$ cat src/rtl/shift_sub_divider.sv
// shift_sub_divider: unsigned 8-bit / 8-bit restoring divider.
// A SHIFT/SUB pair is run once per quotient bit. The whole divide therefore
// takes 16 busy cycles. The result is then held in HOLD until run drops.
module shift_sub_divider (
  input  logic       clk,
  input  logic       reset,
  input  logic       ld,
  input  logic       run,
  input  logic [7:0] sw,
  output logic [7:0] Qval,
  output logic [7:0] Aval,
  output logic       busy,
  output logic       done,
  output logic       dbz
);

  localparam logic [1:0] S_IDLE  = 2'd0;
  localparam logic [1:0] S_SHIFT = 2'd1;
  localparam logic [1:0] S_SUB   = 2'd2;
  localparam logic [1:0] S_HOLD  = 2'd3;

  logic [1:0] state_q, state_d;
  logic [2:0] cnt_q,   cnt_d;
  logic [7:0] q_q,     q_d;
  logic [8:0] a_q,     a_d;
  logic [7:0] d_q,     d_d;
  logic       dbz_q,   dbz_d;
  logic       busy_q,  busy_d;
  logic       done_q,  done_d;
  logic [8:0] sub_t;

  // Trial subtraction of the divisor from the partial remainder.
  assign sub_t = a_q - {1'b0, d_q};

  // Next-state and datapath decisions.
  always_comb begin
    state_d = state_q;
    cnt_d   = cnt_q;
    q_d     = q_q;
    a_d     = a_q;
    d_d     = d_q;
    dbz_d   = dbz_q;
    case (state_q)
      S_IDLE: begin
        if (run) begin
          // run wins over ld; the divisor is captured only on this edge
          d_d   = sw;
          cnt_d = 3'd0;
          if (sw == 8'd0) begin
            // divide by zero: skip the iterations, A keeps its prior value
            dbz_d   = 1'b1;
            q_d     = 8'hFF;
            state_d = S_HOLD;
          end else begin
            dbz_d   = 1'b0;
            a_d     = 9'd0;
            state_d = S_SHIFT;
          end
        end else if (ld) begin
          q_d   = sw;
          a_d   = 9'd0;
          dbz_d = 1'b0;
        end else begin
          state_d = S_IDLE;
        end
      end
      S_SHIFT: begin
        // A[8] is always 0 here because A < D after every SUB step.
        a_d     = {a_q[7:0], q_q[7]};
        q_d     = {q_q[6:0], 1'b0};
        state_d = S_SUB;
      end
      S_SUB: begin
        if (a_q >= {1'b0, d_q}) begin
          a_d    = sub_t;
          q_d[0] = 1'b1;
        end else begin
          a_d = a_q;
        end
        if (cnt_q == 3'd7) begin
          state_d = S_HOLD;
        end else begin
          cnt_d   = cnt_q + 3'd1;
          state_d = S_SHIFT;
        end
      end
      S_HOLD: begin
        // One divide per run press: leave only after run is released.
        if (!run) begin
          state_d = S_IDLE;
        end else begin
          state_d = S_HOLD;
        end
      end
      default: begin
        state_d = S_IDLE;
      end
    endcase
  end

  // Status flags are computed from the next state and registered, so no input reaches them combinationally.
  always_comb begin
    busy_d = (state_d == S_SHIFT) || (state_d == S_SUB);
    done_d = (state_d == S_HOLD);
  end

  // State and datapath registers with asynchronous clear.
  always_ff @(posedge clk or posedge reset) begin
    if (reset) begin
      state_q <= S_IDLE;
      cnt_q   <= 3'd0;
      q_q     <= 8'd0;
      a_q     <= 9'd0;
      d_q     <= 8'd0;
      dbz_q   <= 1'b0;
      busy_q  <= 1'b0;
      done_q  <= 1'b0;
    end else begin
      state_q <= state_d;
      cnt_q   <= cnt_d;
      q_q     <= q_d;
      a_q     <= a_d;
      d_q     <= d_d;
      dbz_q   <= dbz_d;
      busy_q  <= busy_d;
      done_q  <= done_d;
    end
  end

  assign Qval = q_q;
  assign Aval = a_q[7:0];
  assign busy = busy_q;
  assign done = done_q;
  assign dbz  = dbz_q;

endmodule
$ cat config.mk
export PLATFORM = sky130hd
export DESIGN_NAME = shift_sub_divider
export DESIGN_NICKNAME = d
export VERILOG_FILES = /design/src/rtl/shift_sub_divider.sv
export SDC_FILE = /design/constraint.sdc
export NUM_CORES = 1
export LEC_CHECK = 0
export CAP_MARGIN = 20
export CORE_MARGIN = 5
export CORE_UTILIZATION = 54
export DETAILED_ROUTE_END_ITERATION = 6
export MAX_ROUTING_LAYER = met4
export PLACE_DENSITY = 0.79
export SLEW_MARGIN = 0
export SYNTH_ARGS = -nofsm -noshare
export SYNTH_HDL_FRONTEND = slang
export SYNTH_SLANG_ARGS = --single-unit
$ cat constraint.sdc
create_clock -name clk -period 2.6 [get_ports clk]
set_clock_uncertainty 0.05 [all_clocks]
set_input_delay 0.52 -clock clk [delete_from_list [all_inputs] [get_ports clk]]
set_output_delay 0.52 -clock clk [all_outputs]
set_load 0.02 [all_outputs]
==> key figures, run 1 <==
Die
  – Die width: 72.56 um
  – CORE AREA: 3716 sq um
  – Die ar.: 5264 sq um
  – # rows: 22
  – I/O pins: 31
  – Chip height: 72.56 um
  – Initial Util: 56.87%

Pwr
  – Peak supply drop: 0.7206 mV
  – Clock power share: 11.2%
  – Switch Pwr: 1484 uW
  – Seq pwr share: 26.6%
  – Static Leak: 0.001161 uW
  – Combinational cell fraction of total power: 62.1%
  – PD cells: 1368 nW/um^2
  – Internal cell power: 1981 uW
  – Sw Share: 42.83%

Setup path
  – Crit-path cells: inv_1 -> ha_1 -> inv_1 -> fa_1 -> a21o_1 -> a21oi_1 -> nor2_1 -> o311a_1 -> o31ai_1 -> o21ai_1
  – CP Data Arrival Time: 2550 ps
  – Crit path depth: 10
  – Crit path buf inv count: 2
  – Setup CP Type: register to register
  – Critical R2R Capture: a_q[8]
  – Worst endpoint required time: 2720 ps
  – Most used cell, CP: inv_1
  – Crit path launch type: register
  – Register-to-Register Path Depth: 10
  – Reg2reg start: a_q[0]
  – Crit. End Element: register
  – R2r setup slk: 170 ps
  – CP delay by family, top: compound AO/OA/AOI/OAI gates
  – Largest stage delay, worst path: 420 ps
  – Max FO, Critical Path: 3
  – Slowest CP cell: fa_1

Routing
  – Pre-antenna DRT Iters: 5
  – Via count: 1672
  – Initial drt markers: 114
  – Drt total wl: 4.445 mm
  – Vias per inst: 5.536
  – Final ANT Viol Nets: 0
  – DRC Markers: 0
  – Wire per inst: 14.72 um

Global routing
  – Initial antenna violation count: 0
  – First-pass GRT wire length: 7.272 mm
  – GRT Overall Usage: 18.43%
  – Grt ovf: 0
  – Vias in the first global route: 1544
  – Largest net degree at the start of global routing: 34

Synth
  – Top cell type's share of synthesized area: 39.08%
  – Mapped Cells: 224
  – Synth top area cells: dfrtp_1 39%, ha_1 8.9%, mux2_2 8.0%
  – #FFs+latches synth: 33
  – EDFF count, synth: 0
  – Post-Syn Area per Cell: 9.434 sq um
  – Syn nets: 252
  – Leading register cell type out of synthesis: dfrtp_1
  – Yosys cell types: 40
  – Async SR Flop Fraction: 100.0%
  – Post-synth top area cell: dfrtp_1
  – Area of the mapped netlist: 2113 sq um
  – Yosys Warn Count: 0
  – Sequential area share after synthesis: 39.08%

Cells and area
  – Fin area: 2532 sq um
  – Final non-filler cell total: 302
  – Commonest non-fill, non-tap cells in the layout: 33 x dfrtp_1, 32 x nand2_1, 30 x clkdlybuf4s50_1, 23 x o21ai_0, 16 x nor2_1
  – # diodes: 0
  – Leading cell type in the layout, fill and taps excluded: dfrtp_1
  – Layout cells sized above 1: 16.14%
  – Fill cells: 296
  – Layout Nets: 282
  – Area grow syn2layout: 19.83%

Status
  – Status: complete, no violations

Timing
  – Final Setup Violations: 0
  – Worst hold margin: 453.6 ps
  – Period utilization: 93.52%
  – Pins Over Slew Limit: 0
  – Setup TNS: 0 ps
  – Highest clock rate: 411.3 MHz
  – Period minus WS final: 2431 ps
  – Worst Tran Pin Value: 518.1 ps
  – Final Hold Fails: 0
  – RSZ-0062 raised after global routing: no
  – Final WS setup: 168.6 ps
  – Worst rel slew slack: 65.46%

Clocking
  – Root Buffer: clkbuf_8
  – Clock sinks: 33
  – Setup bufs post-CTS: 0
  – # hold bufs at CTS: 0
  – Clock slew at the register clock pins of the worst setup and hold paths: 70 ps
  – Clk buf depth: 2
  – H-tree depth: 2
  – Post_cts resized: 0
  – CTS tree: done
  – Worst-skew pair later-pin latency: 280 ps
  – Inserted Clock Buffers: 5

Place
  – GP Congestion: 0.9342
  – IO buf count: 30
  – Placement Cell Area: 2442 sq um
  – Dpl cells: 295
  – Hpwl dp: 3.299 mm
  – Pre-CTS setup slack: 44.48 ps

Min path
  – Hold WC Path Type: register to register
  – Hold Path End: d_q[4]
  – Min-delay src: d_q[4]
  – Hold Path Stages: 1

Job
  – Max Cap Viol: 0
worst register-to-register path, delay by kind of cell, from the launching register on:
kind,cells,cell delay [ps]
flops,1,410
simple gates,1,90
fa+ha+maj,2,570
buf+inv,2,140
compound gates,5,1050
sequential cells by signal (all words and copies together), names as in the netlist:
name,flops
done,1
busy,1
d_q,8
a_q,9
dbz,1
cnt_q,3
Qval,8
state_q,2
final cells by class:
| class | instances | area, sq um | share of cell area, % |
|---|---|---|---|
| Multi-Input combinational cell | 161 | 1140 | 45.01 |
| Clock buffer | 7 | 86.33 | 3.409 |
| Sequential cell | 33 | 825.8 | 32.61 |
| Tap cell | 48 | 60.06 | 2.372 |
| Inverter | 14 | 52.55 | 2.075 |
| Timing Repair Buffer | 39 | 367.9 | 14.53 |
per-stage QoR:
| step | total power (uW) | utilization [%] |
|---|---|---|
| 2_1_floorplan | 2500 | - |
| 3_3_place_gp | 3014 | 65.72 |
| 3_5_place_dp | 3061 | 65.72 |
| 4_1_cts | 3468 | 68.05 |
| 5_1_grt | 3751 | 68.15 |
| 6_report | 3465 | 68.15 |
worst max path at each step:
stage                       from       to
after detailed placement   sw[6]  Qval[3]
after global placement     sw[6]  Qval[4]
after CTS                 a_q[6]   a_q[1]
after floorplan           a_q[0]   a_q[8]
final                     a_q[0]   a_q[8]
after global routing      a_q[6]   a_q[1]
synth_stat cells, types with 3 or more instances:
master and count:
nor3_1 3, dfrtp_1 33, xor2_1 3, nand2b_1 4, ha_1 15, clkbuf_1 6, nand2_1 32, nor2_1 16
a22o_1 3, buf_4 8, mux2_2 15, o21ai_0 23, inv_1 14, a21oi_1 12, mux2_4 7
cell families (layout without fill, tap and decap cells):
| logic type | Yosys count | in the layout | synth area share [%] |
|---|---|---|---|
| AND/OR/NAND/NOR | 66 | 66 | 13.62 |
| AO/OA/AOI/OAI | 51 | 51 | 14.74 |
| flip-flops | 33 | 33 | 39.08 |
| buffers and inverters | 30 | 60 | 7.164 |
| multiplexers | 23 | 23 | 13.50 |
| adder cells (fa/ha/maj) | 16 | 16 | 9.828 |
| XOR/XNOR | 5 | 5 | 2.073 |
power groups by stage:
stage / registers, uW / logic (uW) / clock network, uW
after global routing: 956 / 2380 / 420
after floorplan: 971 / 1530 / 0
after CTS: 923 / 2150 / 397
final: 923 / 2150 / 390
after detailed placement: 929 / 2130 / 0
after global placement: 921 / 2090 / 0
per-layer routing:
layer,track usage [%],wire (um)
met5,-,0
met4,3.893,36
met3,4.571,255
met2,27.96,2132
met1,25.04,2021
No activity file was read; power rests on OpenSTA's default activity.
==> inputs of run 2 (changes only) <==
--- a/config.mk
+++ b/config.mk
@@ -6,6 +6,7 @@
 export NUM_CORES = 1
 export LEC_CHECK = 0
 export CAP_MARGIN = 20
+export CORE_ASPECT_RATIO = 0.8
 export CORE_MARGIN = 5
 export CORE_UTILIZATION = 54
 export DETAILED_ROUTE_END_ITERATION = 6
==> key figures, run 2 (synthesized netlist as in run 1, its figures left out) <==
Status
  – Status: complete, no violations

Global routing
  – Largest net degree at the start of global routing: 34 (unchanged)
  – Initial antenna violation count: 0 (unchanged)
  – Grt ovf: 0 (unchanged)
  – First-pass GRT wire length: 7.914 mm (+8.8%)
  – Vias in the first global route: 1667 (+8.0%)
  – GRT Overall Usage: 19.84% (+1.4 points)

Cells and area
  – Layout cells sized above 1: 16.86% (+0.72 points)
  – Layout Nets: 282 (unchanged)
  – Largest Register: a_q
  – Commonest non-fill, non-tap cells in the layout: 33 x dfrtp_1, 32 x nand2_1, 30 x clkdlybuf4s50_1, 23 x o21ai_0, 16 x nor2_1
  – Area grow syn2layout: 21.85%
  – Max reg flops: 9 (unchanged)
  – Final Util: 68.15% (about the same)
  – # diodes: 0 (unchanged)
  – Leading cell type in the layout, fill and taps excluded: dfrtp_1

Routing
  – M1 WL: 2.283 mm (+13%)
  – Drt total wl: 4.696 mm (+5.6%)
  – DR top layer: met4
  – Met2 WL: 2.116 mm (-0.75%)
  – DRC Markers: 0 (unchanged)
  – Met3 Wirelength: 231 um (-9.4%)
  – Vias per inst: 5.374 (-2.9%)
  – Pre-antenna DRT Iters: 4 (-1)
  – Initial drt markers: 104 (-8.8%)
  – Via count: 1666 (-0.36%)
  – Final ANT Viol Nets: 0 (unchanged)
  – Wire per inst: 15.15 um (+2.9%)

Timing
  – Final Hold Fails: 0 (unchanged)
  – Worst Tran Pin Value: 519.5 ps (+1.430 ps)
  – Setup TNS: 0 ps (unchanged)
  – Final WS setup: 165.3 ps (-3.312 ps)
  – Period minus WS final: 2435 ps (+3.312 ps)
  – Worst hold margin: 446.1 ps (-7.577 ps)
  – Period utilization: 93.64% (+0.13 points)
  – RSZ-0062 raised after global routing: no
  – Pins Over Slew Limit: 0 (unchanged)
  – Worst rel slew slack: 65.36% (-0.095 points)
  – Highest clock rate: 410.7 MHz (-0.14%)
  – Final Setup Violations: 0 (unchanged)

Min path
  – Min-delay src: dbz
  – Hold WC Path Type: register to register
  – Hold Path End: dbz
  – Hold Path Stages: 2 (+1)

Pwr
  – Total power: 3617 uW (+4.4%)
  – Seq pwr share: 25.6% (-1.0 points)
  – Switch Pwr: 1526 uW (+2.8%)
  – Clock power share: 14.1% (+2.9 points)
  – Peak supply drop: 0.7385 mV (+2.5%)
  – Static Leak: 0.001174 uW (+1.1%)
  – Sw Share: 42.18% (-0.65 points)
  – Internal cell power: 2092 uW (+5.6%)
  – PD cells: 1405 nW/um^2 (+2.7%)
  – Combinational cell fraction of total power: 60.3% (-1.8 points)

Die
  – # rows: 20 (-9.1%)
  – Die ar.: 5272 sq um (+0.16%)
  – Initial Util: 55.93% (-0.94 points)
  – Chip height: 65.96 um (-9.1%)
  – CORE AREA: 3779 sq um (+1.7%)
  – I/O pins: 31 (unchanged)
  – Die width: 79.94 um (+10%)

Clocking
  – Root Buffer: clkbuf_8
  – Clk buf depth: 2 (unchanged)
  – Worst-skew pair later-pin latency: 290 ps (about the same)
  – CTS tree: done
  – Clock sinks: 33 (unchanged)
  – H-tree depth: 2 (unchanged)
  – Clock slew at the register clock pins of the worst setup and hold paths: 70 ps (about the same)
  – # hold bufs at CTS: 0 (unchanged)
  – Inserted Clock Buffers: 5 (unchanged)

Setup path
  – Critical R2R Capture: a_q[8]
  – R2r setup slk: 170 ps (about the same)
  – Max FO, Critical Path: 3 (unchanged)
  – Setup CP Type: register to register
  – Crit. End Element: register
  – CP Data Arrival Time: 2550 ps (about the same)
  – Register-to-Register Path Depth: 10 (unchanged)
  – Worst endpoint required time: 2720 ps (about the same)
  – Reg2reg start: a_q[0]
  – Crit path launch type: register

Place
  – Hpwl dp: 3.619 mm (+9.7%)
  – IO buf count: 30 (unchanged)
  – Pre-CTS setup slack: 0.8311 ps (-43.65 ps)
  – GP Congestion: 0.9290 (-0.56%)

Job
  – Max Cap Viol: 0 (unchanged)
-- run 2: area by class of cell --
class | count | area (sq um)
fillers | 286 | 1204
well taps | 55 | 68.82
inverters | 14 | 52.55
clock buffers | 6 | 82.58
clock inverters | 2 | 37.54
flip-flops and latches | 33 | 825.8
repair buffers | 39 | 367.9
multi-input cells | 161 | 1140
-- run 2: worst max-delay path by stage --
stage          startpoint  endpoint  slack, ps
4_1_cts            a_q[0]    a_q[8]        120
3_5_place_dp        sw[5]   Qval[6]        0.8
6_report           a_q[0]    a_q[8]        170
5_1_grt            a_q[6]    a_q[4]         30
3_3_place_gp        sw[5]   Qval[4]         90
2_1_floorplan      a_q[0]    a_q[8]        400
-- run 2: metal layers --
layer	vias up	track usage, %
met5	-	-
met4	0	6.329
met3	9	4.223
met2	43	29.65
met1	786	27.02
li1	828	-
-- run 2: timing repair --
action                     in CTS  in global routing
setup buffers                   0                  0
setup endpoints to repair       0                  1
resized for setup               0                  1
-- run 2: critical path, stage by stage, from the launching register on --
cell	delay (ps)
dfrtp_1	410
inv_1	110
ha_1	170
inv_1	50
fa_1	430
a21o_1	200
a21oi_2	170
nor2_1	80
o311a_1	320
o31ai_1	220
o21ai_1	90
-- run 2: stage by stage --
step | instances | cell area [sq um]
finish | 310 | 2575
global route | 310 | 2575
CTS | 310 | 2571
detailed placement | 302 | 2451
global placement | 302 | 2451
floorplan | 224 | 2113
-- run 2: power groups by stage --
| stage | combinational, uW | sequential (uW) | clock [uW] |
|---|---|---|---|
| floorplan | 1530 | 971 | 0 |
| global placement | 2100 | 919 | 0 |
| detailed placement | 2160 | 931 | 0 |
| CTS | 2170 | 922 | 519 |
| global route | 2410 | 958 | 543 |
| finish | 2180 | 924 | 511 |
==> inputs of run 3 (changes only) <==
--- a/config.mk
+++ b/config.mk
@@ -8,10 +8,11 @@
 export CAP_MARGIN = 20
 export CORE_ASPECT_RATIO = 0.8
 export CORE_MARGIN = 5
-export CORE_UTILIZATION = 54
+export CORE_UTILIZATION = 49
+export CTS_CLUSTER_DIAMETER = 100
 export DETAILED_ROUTE_END_ITERATION = 6
 export MAX_ROUTING_LAYER = met4
-export PLACE_DENSITY = 0.79
+export PLACE_DENSITY = 0.76
 export SLEW_MARGIN = 0
 export SYNTH_ARGS = -nofsm -noshare
 export SYNTH_HDL_FRONTEND = slang
==> constraint.sdc (replaced) <==
create_clock -name clk -period 2 [get_ports clk]
set_clock_uncertainty 0.05 [all_clocks]
set_input_delay 0.4 -clock clk [delete_from_list [all_inputs] [get_ports clk]]
set_output_delay 0.4 -clock clk [all_outputs]
set_load 0.02 [all_outputs]
==> key figures, run 3 (synthesized netlist as in run 1, its figures left out) <==
Cells and area
  – Reg area: 825.8 sq um (unchanged)
  – Max reg flops: 9 (unchanged)
  – # diodes: 0 (unchanged)
  – Final Util: 73.88% (+5.7 points)
  – Multi-input logic area: 1316 sq um (+15%)
  – Fill cells: 278 (-2.8%)
  – Commonest non-fill, non-tap cells in the layout: 49 x buf_4, 33 x dfrtp_1, 31 x nand2_1, 23 x clkdlybuf4s50_1, 22 x o21ai_0
  – Leading cell type in the layout, fill and taps excluded: buf_4
  – Layout cells sized above 1: 38.67% (+22 points)
  – Area grow syn2layout: 46.06%
  – Largest Register: a_q
  – Layout Nets: 327 (+16%)

Clocking
  – H-tree depth: 2 (unchanged)
  – CTS tree: done
  – Worst-skew pair later-pin latency: 300 ps (about the same)
  – Root Buffer: clkbuf_8
  – Clk buf depth: 2 (unchanged)
  – Clock sinks: 33 (unchanged)
  – Clock slew at the register clock pins of the worst setup and hold paths: 70 ps (about the same)
  – Inserted Clock Buffers: 5 (unchanged)

Die
  – Die ar.: 5735 sq um (+8.8%)
  – Chip height: 68.74 um (+4.2%)
  – # rows: 21 (+5.0%)
  – Die width: 83.43 um (+4.4%)
  – CORE AREA: 4178 sq um (+11%)
  – I/O pins: 31 (unchanged)
  – Initial Util: 50.58% (-5.3 points)

Setup path
  – Setup CP Type: register to register
  – Most used cell, CP: inv_2
  – Critical R2R Capture: a_q[8]
  – Crit. End Element: register
  – Reg2reg start: a_q[0]
  – Max FO, Critical Path: 3 (unchanged)
  – Crit path buf inv count: 2 (unchanged)
  – Register-to-Register Path Depth: 10 (unchanged)
  – Crit path launch type: register
  – R2r setup slk: -220 ps (-390 ps)
  – Worst endpoint required time: 2130 ps (-590 ps)
  – CP delay by family, top: compound AO/OA/AOI/OAI gates
  – Largest stage delay, worst path: 390 ps (-40 ps)
  – CP Data Arrival Time: 2360 ps (-190 ps)
  – Crit-path cells: inv_2 -> ha_4 -> inv_2 -> fa_2 -> a21o_1 -> a21oi_2 -> nor2_2 -> o311a_1 -> o31ai_2 -> o21ai_1
  – Slowest CP cell: dfrtp_1

Job
  – Max Cap Viol: 0 (unchanged)

Timing
  – Setup TNS: -1863 ps (-1863 ps)
  – Worst rel slew slack: 71.79% (+6.4 points)
  – Final Setup Violations: 9 (+9)
  – Final Hold Fails: 0 (unchanged)
  – Worst Tran Pin Value: 423.2 ps (-96.34 ps)
  – Highest clock rate: 449.5 MHz (+9.4%)
  – Final WS setup: -224.6 ps (-389.8 ps)
  – RSZ-0062 raised after global routing: yes
  – Pins Over Slew Limit: 0 (unchanged)
  – Period utilization: 111.2% (+18 points)
  – Period minus WS final: 2225 ps (-210.2 ps)

Place
  – Pre-CTS setup slack: -408.1 ps (-409.0 ps)
  – IO buf count: 30 (unchanged)
  – Hpwl dp: 3.926 mm (+8.5%)
  – GP Congestion: 0.8846 (-4.8%)

Routing
  – Vias per inst: 5.437 (+1.2%)
  – DRC Markers: 0 (unchanged)
  – Drt total wl: 5.655 mm (+20%)
  – Via count: 1941 (+17%)
  – Initial drt markers: 119 (+14%)
  – Final ANT Viol Nets: 0 (unchanged)
  – Pre-antenna DRT Iters: 4 (unchanged)
  – Wire per inst: 15.84 um (+4.6%)

Status
  – Failing checks: negative setup slack
  – Status: complete, but fails checks

Global routing
  – GRT Overall Usage: 20.77% (+0.94 points)
  – Vias in the first global route: 1872 (+12%)
  – First-pass GRT wire length: 8.859 mm (+12%)
  – Grt ovf: 0 (unchanged)
  – Largest net degree at the start of global routing: 34 (unchanged)
  – Initial antenna violation count: 0 (unchanged)

Min path
  – Hold WC Path Type: primary input to async pin

Pwr
  – Total power: 5736 uW (+59%)
  – Static Leak: 0.001451 uW (+24%)
  – PD cells: 1858 nW/um^2 (+32%)
  – Peak supply drop: 1.241 mV (+68%)
run 3: cell types whose count changed in the layout (fill, tap and decap cells not counted), sizes merged:
cell	before	now
dlymetal6s2s	0	5
clkdlybuf4s50	30	23
bufinv	1	0
clkbuf	6	5
buf	9	54
clkinv	0	2
dlygate4sd2	0	2
run 3: worst reg2reg max path: stages, from the launching register on:
cell and delay (ps):
dfrtp_1 390, inv_2 90, ha_4 140, inv_2 40, fa_2 360, a21o_1 190
a21oi_2 200, nor2_2 50, o311a_1 330, o31ai_2 190, o21ai_1 90
run 3: worst max path at each step:
stage                       from  endpoint  slack, ps  depth (start not counted)
after floorplan           a_q[0]    a_q[8]        -90                         10
after detailed placement   sw[2]   Qval[6]       -410                          8
after CTS                 a_q[0]    a_q[8]       -230                         10
final                     a_q[0]    a_q[8]       -220                         10
after global placement     sw[2]    a_q[5]       -380                          7
after global routing      a_q[0]    a_q[8]       -340                         10
run 3: layer usage:
metal  up-vias  share of wire (%)  routed length [um]  track usage (%)
met2        80                 47                2678            33.40
met4         0                1.5                  85            8.835
li1        928                  -                   -                -
met3        10                6.3                 359            5.582
met1       923                 45                2532            25.30
met5         -                  0                   0                -
run 3: timing repair:
item	4_1_cts	5_1_grt
buffers inserted	3	7
gates resized for setup	23	17
pin swaps	7	8
endpoints found under the setup margin	17	18
hold buffers	0	0
run 3: final cells by class:
class | instances | share of cell area [%]
Inverter | 14 | 1.702
Clock inverter | 3 | 0.5675
Clock buffer | 5 | 2.229
Tap cell | 57 | 2.310
Timing Repair Buffer | 84 | 23.79
Sequential cell | 33 | 26.75
Multi-Input combinational cell | 161 | 42.64
run 3: report_power, final:
part / internal, uW / switching [uW] / leakage, uW
Sequential: 968 / 232 / 0.000408
Clock: 240 / 265 / 0.0000439
Combinational: 2130 / 1900 / 0.000998
run 3: per-stage QoR:
stage                     cells  cell area, sq um  hold slack, ps
after global routing        357              3087           478.0
after global placement      340              2775           438.3
after floorplan             224              2165           429.4
final                       357              3087           441.8
after CTS                   351              2975           457.8
after detailed placement    340              2775           444.6
